--- src/rtl/medidor_carga_bateria_if.sv ---
//------------------------------------------------------------------------------
// Module  : medidor_carga_bateria_if
// Brief   : Pulse inputs and level/status outputs of the dual-battery gauge.
// Rev     : 1.0
//------------------------------------------------------------------------------
`default_nettype none

interface medidor_carga_bateria_if;
  logic       consumo;
  logic       recarga1;
  logic       recarga2;
  logic [3:0] carga_bateria1;
  logic [3:0] carga_bateria2;
  logic [1:0] fuente_activa;
  logic       actualizado;
  logic       consumo_perdido;

  modport master (
    output consumo, recarga1, recarga2,
    input  carga_bateria1, carga_bateria2, fuente_activa, actualizado, consumo_perdido
  );

  modport slave (
    input  consumo, recarga1, recarga2,
    output carga_bateria1, carga_bateria2, fuente_activa, actualizado, consumo_perdido
  );
endinterface

`default_nettype wire

--- src/rtl/medidor_carga_bateria.sv ---
//------------------------------------------------------------------------------
// Module  : medidor_carga_bateria
// Brief   : Dual-battery charge gauge with prescaled levels and source FSM.
//           Optional MEDIDOR_RETORNO_B1_EN: return to B1 once it is full.
// Rev     : 1.0
//------------------------------------------------------------------------------
`default_nettype none

module medidor_carga_bateria #(
  parameter int unsigned PULSOS_POR_NIVEL = 16,
  parameter logic [3:0]  CARGA_INICIAL    = 4'd15
) (
  input  logic                          clk,
  input  logic                          rst_n,
  medidor_carga_bateria_if.slave        bat_io
);

  localparam int unsigned    SW      = $clog2(PULSOS_POR_NIVEL);
  localparam logic [SW-1:0]  SUB_MAX = SW'(PULSOS_POR_NIVEL - 1);

  typedef enum logic [1:0] {
    SIN_ENERGIA = 2'b00,
    USA_B1      = 2'b01,
    USA_B2      = 2'b10
  } estado_t;

  estado_t       estado_q;
  logic [3:0]    nivel1_q, nivel1_d, nivel2_q, nivel2_d;
  logic [SW-1:0] sub1_q, sub1_d, sub2_q, sub2_d;
  logic          actualizado_q, perdido_q;

  logic          w_vacia1, w_vacia2;
  logic          w_con_b1, w_con_b2, w_perdido;

  // Saturating +1/-1 on the {nivel,sub} pair; simultaneous add and remove cancel.
  function automatic logic [SW+3:0] f_paso(input logic [3:0] n, input logic [SW-1:0] s,
                                           input logic mas, input logic menos);
    logic [3:0]    n_r;
    logic [SW-1:0] s_r;
    n_r = n;
    s_r = s;
    if (mas && !menos) begin
      if (!(n == 4'd15 && s == SUB_MAX)) begin
        if (s == SUB_MAX) begin
          s_r = '0;
          n_r = n + 4'd1;
        end else begin
          s_r = s + SW'(1);
        end
      end
    end else if (menos && !mas) begin
      if (!(n == 4'd0 && s == '0)) begin
        if (s == '0) begin
          s_r = SUB_MAX;
          n_r = n - 4'd1;
        end else begin
          s_r = s - SW'(1);
        end
      end
    end
    return {n_r, s_r};
  endfunction

  assign w_vacia1  = (nivel1_q == 4'd0) && (sub1_q == '0);
  assign w_vacia2  = (nivel2_q == 4'd0) && (sub2_q == '0);
  assign w_con_b1  = bat_io.consumo && (estado_q == USA_B1);
  assign w_con_b2  = bat_io.consumo && (estado_q == USA_B2);
  assign w_perdido = bat_io.consumo && ((estado_q == SIN_ENERGIA) ||
                                        (estado_q == USA_B1 && w_vacia1) ||
                                        (estado_q == USA_B2 && w_vacia2));

`ifdef MEDIDOR_RETORNO_B1_EN
  logic w_llena1;
  assign w_llena1 = (nivel1_q == 4'd15) && (sub1_q == SUB_MAX);
`endif

  always_comb begin
    {nivel1_d, sub1_d} = f_paso(nivel1_q, sub1_q, bat_io.recarga1, w_con_b1);
    {nivel2_d, sub2_d} = f_paso(nivel2_q, sub2_q, bat_io.recarga2, w_con_b2);
  end

  always_ff @(posedge clk) begin
    if (!rst_n) begin
      nivel1_q      <= CARGA_INICIAL;
      nivel2_q      <= CARGA_INICIAL;
      sub1_q        <= '0;
      sub2_q        <= '0;
      actualizado_q <= 1'b0;
      perdido_q     <= 1'b0;
    end else begin
      nivel1_q      <= nivel1_d;
      nivel2_q      <= nivel2_d;
      sub1_q        <= sub1_d;
      sub2_q        <= sub2_d;
      actualizado_q <= (nivel1_d != nivel1_q) || (nivel2_d != nivel2_q);
      perdido_q     <= w_perdido;
    end
  end

  always_ff @(posedge clk) begin
    if (!rst_n) begin
      estado_q <= USA_B1;
    end else begin
      case (estado_q)
        USA_B1: begin
          if (w_vacia1) estado_q <= w_vacia2 ? SIN_ENERGIA : USA_B2;
        end
        USA_B2: begin
          if (w_vacia2) begin
            estado_q <= w_vacia1 ? SIN_ENERGIA : USA_B1;
          end
`ifdef MEDIDOR_RETORNO_B1_EN
          else if (w_llena1) begin
            estado_q <= USA_B1;
          end
`endif
        end
        SIN_ENERGIA: begin
          // Prefer the fuller battery; ties go to B1.
          if (!w_vacia1 || !w_vacia2)
            estado_q <= ({nivel1_q, sub1_q} >= {nivel2_q, sub2_q}) ? USA_B1 : USA_B2;
        end
        default: estado_q <= USA_B1;
      endcase
    end
  end

  assign bat_io.carga_bateria1  = nivel1_q;
  assign bat_io.carga_bateria2  = nivel2_q;
  assign bat_io.fuente_activa   = estado_q;
  assign bat_io.actualizado     = actualizado_q;
  assign bat_io.consumo_perdido = perdido_q;

endmodule

`default_nettype wire

--- src/flat_wrapper.sv ---
// flat-port wrapper written by rule: the top's interface ports become plain ports
module medidor_carga_bateria_flat 
#(
  parameter int unsigned PULSOS_POR_NIVEL = 16,
  parameter logic [3:0]  CARGA_INICIAL    = 4'd15
)
  (clk, rst_n, bat_io_consumo, bat_io_recarga1, bat_io_recarga2, bat_io_carga_bateria1, bat_io_carga_bateria2, bat_io_fuente_activa, bat_io_actualizado, bat_io_consumo_perdido);
  medidor_carga_bateria_if bat_io_i ();
  input  logic clk;
  input  logic rst_n;
  input wire logic [$bits(bat_io_i.consumo)-1:0] bat_io_consumo;
  input wire logic [$bits(bat_io_i.recarga1)-1:0] bat_io_recarga1;
  input wire logic [$bits(bat_io_i.recarga2)-1:0] bat_io_recarga2;
  output wire logic [$bits(bat_io_i.carga_bateria1)-1:0] bat_io_carga_bateria1;
  output wire logic [$bits(bat_io_i.carga_bateria2)-1:0] bat_io_carga_bateria2;
  output wire logic [$bits(bat_io_i.fuente_activa)-1:0] bat_io_fuente_activa;
  output wire logic [$bits(bat_io_i.actualizado)-1:0] bat_io_actualizado;
  output wire logic [$bits(bat_io_i.consumo_perdido)-1:0] bat_io_consumo_perdido;
  assign bat_io_i.consumo = bat_io_consumo;
  assign bat_io_i.recarga1 = bat_io_recarga1;
  assign bat_io_i.recarga2 = bat_io_recarga2;
  assign bat_io_carga_bateria1 = bat_io_i.carga_bateria1;
  assign bat_io_carga_bateria2 = bat_io_i.carga_bateria2;
  assign bat_io_fuente_activa = bat_io_i.fuente_activa;
  assign bat_io_actualizado = bat_io_i.actualizado;
  assign bat_io_consumo_perdido = bat_io_i.consumo_perdido;
  medidor_carga_bateria #(.PULSOS_POR_NIVEL(PULSOS_POR_NIVEL), .CARGA_INICIAL(CARGA_INICIAL)) u_core (.clk(clk), .rst_n(rst_n), .bat_io(bat_io_i));
endmodule
--- config.mk ---
export PLATFORM = sky130hd
export DESIGN_NAME = medidor_carga_bateria_flat
export DESIGN_NICKNAME = d
export VERILOG_FILES = /design/src/rtl/medidor_carga_bateria_if.sv /design/src/rtl/medidor_carga_bateria.sv /design/src/flat_wrapper.sv
export SDC_FILE = /design/constraint.sdc
export NUM_CORES = 1
export LEC_CHECK = 0
export BUFFER_PORTS_ARGS = -buffer_cell sky130_fd_sc_hd__buf_2
export CELL_PAD_IN_SITES_DETAIL_PLACEMENT = 1
export CELL_PAD_IN_SITES_GLOBAL_PLACEMENT = 2
export CORE_MARGIN = 5
export CORE_UTILIZATION = 35
export DETAILED_ROUTE_END_ITERATION = 6
export PLACE_DENSITY_LB_ADDON = 0.1
export SYNTH_ARGS = -nofsm -noshare
export SYNTH_HDL_FRONTEND = slang
export SYNTH_SLANG_ARGS = --single-unit
export TNS_END_PERCENT = 1
--- constraint.sdc ---
create_clock -name clk -period 2.51 [get_ports clk]
set_input_delay 0.3765 -clock clk [delete_from_list [all_inputs] [get_ports clk]]
set_output_delay 0.3765 -clock clk [all_outputs]
set_load 0.02 [all_outputs]
==> metrics.md <==
| Metric | Value |
|---|---|
| Flop pwr share | 0.390 |
| Crit-path max FO | 19 |
| CTS tree | done |
| Clock Latency Late Sink | 0.27 ns |
| Global route overflow | 0 |
| R2r setup slk | 0.30 ns |
| Area growth, synth to finish | 12.6% |
| Setup Skew | 0.00466 ns |
| CP required | 2.68 ns |
| IO buf count | 16 |
| DR pass1 iterations | 4 |
| Layout cells sized above 1 | 0.142 |
| Core area | 0.00472 mm2 |
| Slowest cell on crit path | ha_1 |
| Unrepaired setup endpoints after global routing | no |
| Max VDD drop | 232 uV |
| Slew Viols, Final | 0 |
| Placement Rows | 25 |
| Sequential area share after synthesis | 0.235 |
| Combinational power share | 0.343 |
| GRT Util Overall | 0.164 |
| Outcome | finished, final reports clean |
| Worst-Margin Slew | 0.758 ns |
| Final hold viol count | 0 |
| Slew Limit Headroom | 0.495 |
| Setup TNS | 0 ns |
| Cell chain of the critical path | nand3b_1, ha_1, a31oi_1, o21ai_2, a21oi_1, o221a_2 |
| Switching Fraction | 0.368 |
| Startpoint types | flop |
| Clock power frac | 0.266 |
| Net Count, Synth | 246 |
| Avg Inst Size Synth | 7.77 um2 |
| WL/cell | 16.0 um |
| Mapped cell area | 0.00170 mm2 |
| Initial Utilization | 0.360 |
| Reg clk slew, reported paths | 0.09 ns |
| Final wirelength | 4800 um |
| ANT nets after route | 0 |
| Ant diodes | 0 |
| Power per cell area | 525 mW/mm2 |
| Synthesis Warnings | 0 |
| DR vias/cell | 5.50 |
| Cells after Synth | 219 |
| Maximum clock path buffer count | 2 |
| Final net count | 261 |
| H-tree levels | 1 |
| DIE AREA | 0.00636 mm2 |
| FF+latch count, synth | 20 |
| Dpl hpwl | 3650 um |
| Max cap viols | 0 |
| Largest net degree at the start of global routing | 20 |
| Vias in the first global route | 1,663 |
| Critical Path AT | 2.38 ns |
| First-pass GRT wire length | 8270 um |
| Internal power | 636 uW |
| Vias | 1,650 |
| IO Count | 17 |
| Min-delay worst type | in -> reg |
| Post-placement cell count | 296 |
| Fmax | 0.452 GHz |
| R2R depth | 6 |
| Initial drt markers | 44 |
| WHS Path Cells | 2 |
| Period minus WS final | 2.21 ns |
| Setup violators final | 0 |
| # clock sinks | 20 |
| Die Width | 79.7 um |
| DRC | 0 |
| Net switching power | 370 uW |
| Num CTS Buffers | 3 |
| Hold EP | u_core.bat_io.consumo_perdido |
| FF-to-FF Start | u_core.bat_io.fuente_activa[0] |
| Unique cell type count in the Yosys netlist | 38 |
| Reg-to-Reg End | u_core.sub2_q[0] |
| Initial antenna violation count | 0 |
| Finished Layout Cells | 300 |
| Routability cong. | 0.779 |
| Root buf cell | clkbuf_8 |
| Chip Height | 79.7 um |
| Crit-path max cell delay | 0.66 ns |
| Tcrit/Tclk final | 0.881 |
| CP endpoint kind | flop |
| Hold Startpoint | bat_io_consumo |
| CP Class | reg -> reg |
| Leakage | 0.000870 uW |
## critical path, delay by kind of cell (launching register included)
family                     cells  cell delay, ns
DFF                            1            0.50
adders and majority gates      1            0.66
and+or+nand+nor                1            0.19
AOI/OAI and AO/OA              4            0.77
## cell usage in the layout, fill, tap and decap left out, types with 3 or more instances in the layout
cell type	instances
buf_2	16
o21ai_0	8
and3_1	6
nand2_1	14
or3_1	4
o211ai_1	3
clkbuf_8	4
a211oi_1	3
dfxtp_1	20
a221oi_1	3
buf_4	5
nand3_1	13
inv_1	22
mux2i_1	10
ha_1	22
o31ai_1	3
o221a_2	3
a31oi_1	5
xnor2_1	5
nand4_1	5
nor3_1	6
a21oi_1	16
nor2_1	15
## cell families after synthesis
| kind of cell | after synthesis | share of synthesized area |
|---|---|---|
| AOI/OAI and AO/OA | 55 | 0.216 |
| xor gates and xnor gates | 5 | 0.0257 |
| adders and majority gates | 22 | 0.162 |
| buffers and inverters | 34 | 0.0787 |
| DFF | 20 | 0.235 |
| muxes | 11 | 0.0654 |
| and+or+nand+nor | 72 | 0.217 |
## area by class of cell
| type | count | area [um2] |
|---|---|---|
| clock buffers | 4 | 55.1 |
| fillers | 594 | 2810 |
| inverters | 23 | 86.3 |
| multi-input cells | 165 | 1170 |
| flip-flops and latches | 20 | 400 |
| well taps | 67 | 83.8 |
| repair buffers | 21 | 118 |
## power groups by stage
stage	clock network (uW)	registers, uW	logic (uW)
2_1_floorplan	0	398	250
3_3_place_gp	0	398	337
3_5_place_dp	0	400	347
4_1_cts	283	392	350
5_1_grt	295	400	397
6_report	268	393	346
## worst max path at each step
stage | cells past startpoint | end | slack [ns] | startpoint
finish | 6 | u_core.sub2_q[0] | 0.30 | u_core.bat_io.fuente_activa[0]
global route | 6 | u_core.sub2_q[0] | 0.12 | u_core.bat_io.fuente_activa[0]
CTS | 7 | u_core.sub2_q[0] | 0.18 | u_core.bat_io.carga_bateria2[0]
detailed placement | 7 | u_core.sub2_q[0] | 0.20 | u_core.bat_io.carga_bateria2[0]
global placement | 7 | u_core.sub2_q[0] | 0.25 | u_core.bat_io.carga_bateria2[0]
floorplan | 9 | u_core.sub1_q[2] | 0.35 | u_core.bat_io.fuente_activa[1]
## per-layer routing
layer  part of all wire  routed length (um)  global-route usage
met3              0.031                 149              0.0203
met1               0.46                2220               0.210
met2               0.50                2380               0.287
met5                  0                   0                   0
met4             0.0092                  44              0.0464
## synth_stat cells (all sizes together)
library cell / count / area (um2)
a31oi: 5 / 31.3
a221oi: 3 / 26.3
o22ai: 2 / 12.5
o21bai: 1 / 7.51
or3: 4 / 25.0
o31ai: 3 / 22.5
o2bb2ai: 1 / 8.76
or3b: 2 / 22.5
nor2: 15 / 56.3
nand3b: 1 / 7.51
a2111oi: 1 / 8.76
nor3: 6 / 30.0
nor4: 2 / 12.5
o221a: 3 / 33.8
nand3: 13 / 65.1
a221o: 1 / 10.0
a211oi: 3 / 22.5
xnor2: 5 / 43.8
inv: 22 / 82.6
mux2i: 10 / 100
o211ai: 3 / 22.5
dfxtp: 20 / 400
nor3b: 2 / 15.0
ha: 22 / 275
nand2: 14 / 52.6
o21ai: 9 / 48.8
clkbuf: 6 / 22.5
nand4: 5 / 31.3
buf: 5 / 25.0
clkinv: 1 / 3.75
nand2b: 1 / 6.26
o221ai: 2 / 17.5
and3: 6 / 37.5
a21o: 2 / 15.0
a21oi: 16 / 80.1
or2b: 1 / 7.51
mux2: 1 / 11.3
## state kept, by name (all words and copies together), names as in the netlist
register	flops
u_core.bat_io.carga_bateria1	4
u_core.bat_io.carga_bateria2	4
u_core.sub1_q	4
u_core.sub2_q	4
u_core.bat_io.fuente_activa	2
u_core.bat_io.actualizado	1
u_core.bat_io.consumo_perdido	1
## metrics by stage
step	util	hold WS [ns]	worst slack, ns	total power [uW]	cell area (um2)
after floorplan	-	0.522	0.347	648	1700
after global placement	0.393	0.575	0.255	735	1860
after detailed placement	0.393	0.575	0.196	747	1860
after CTS	0.405	0.391	0.176	1030	1910
after global routing	0.406	0.410	0.124	1090	1920
final	0.406	0.393	0.299	1010	1920
## repair_timing
action,CTS,global route
buffers inserted,0,0
resized for setup,0,1
hold buffers,0,0
endpoints found under the setup margin,0,1
Power figures use the tool's default switching activity.
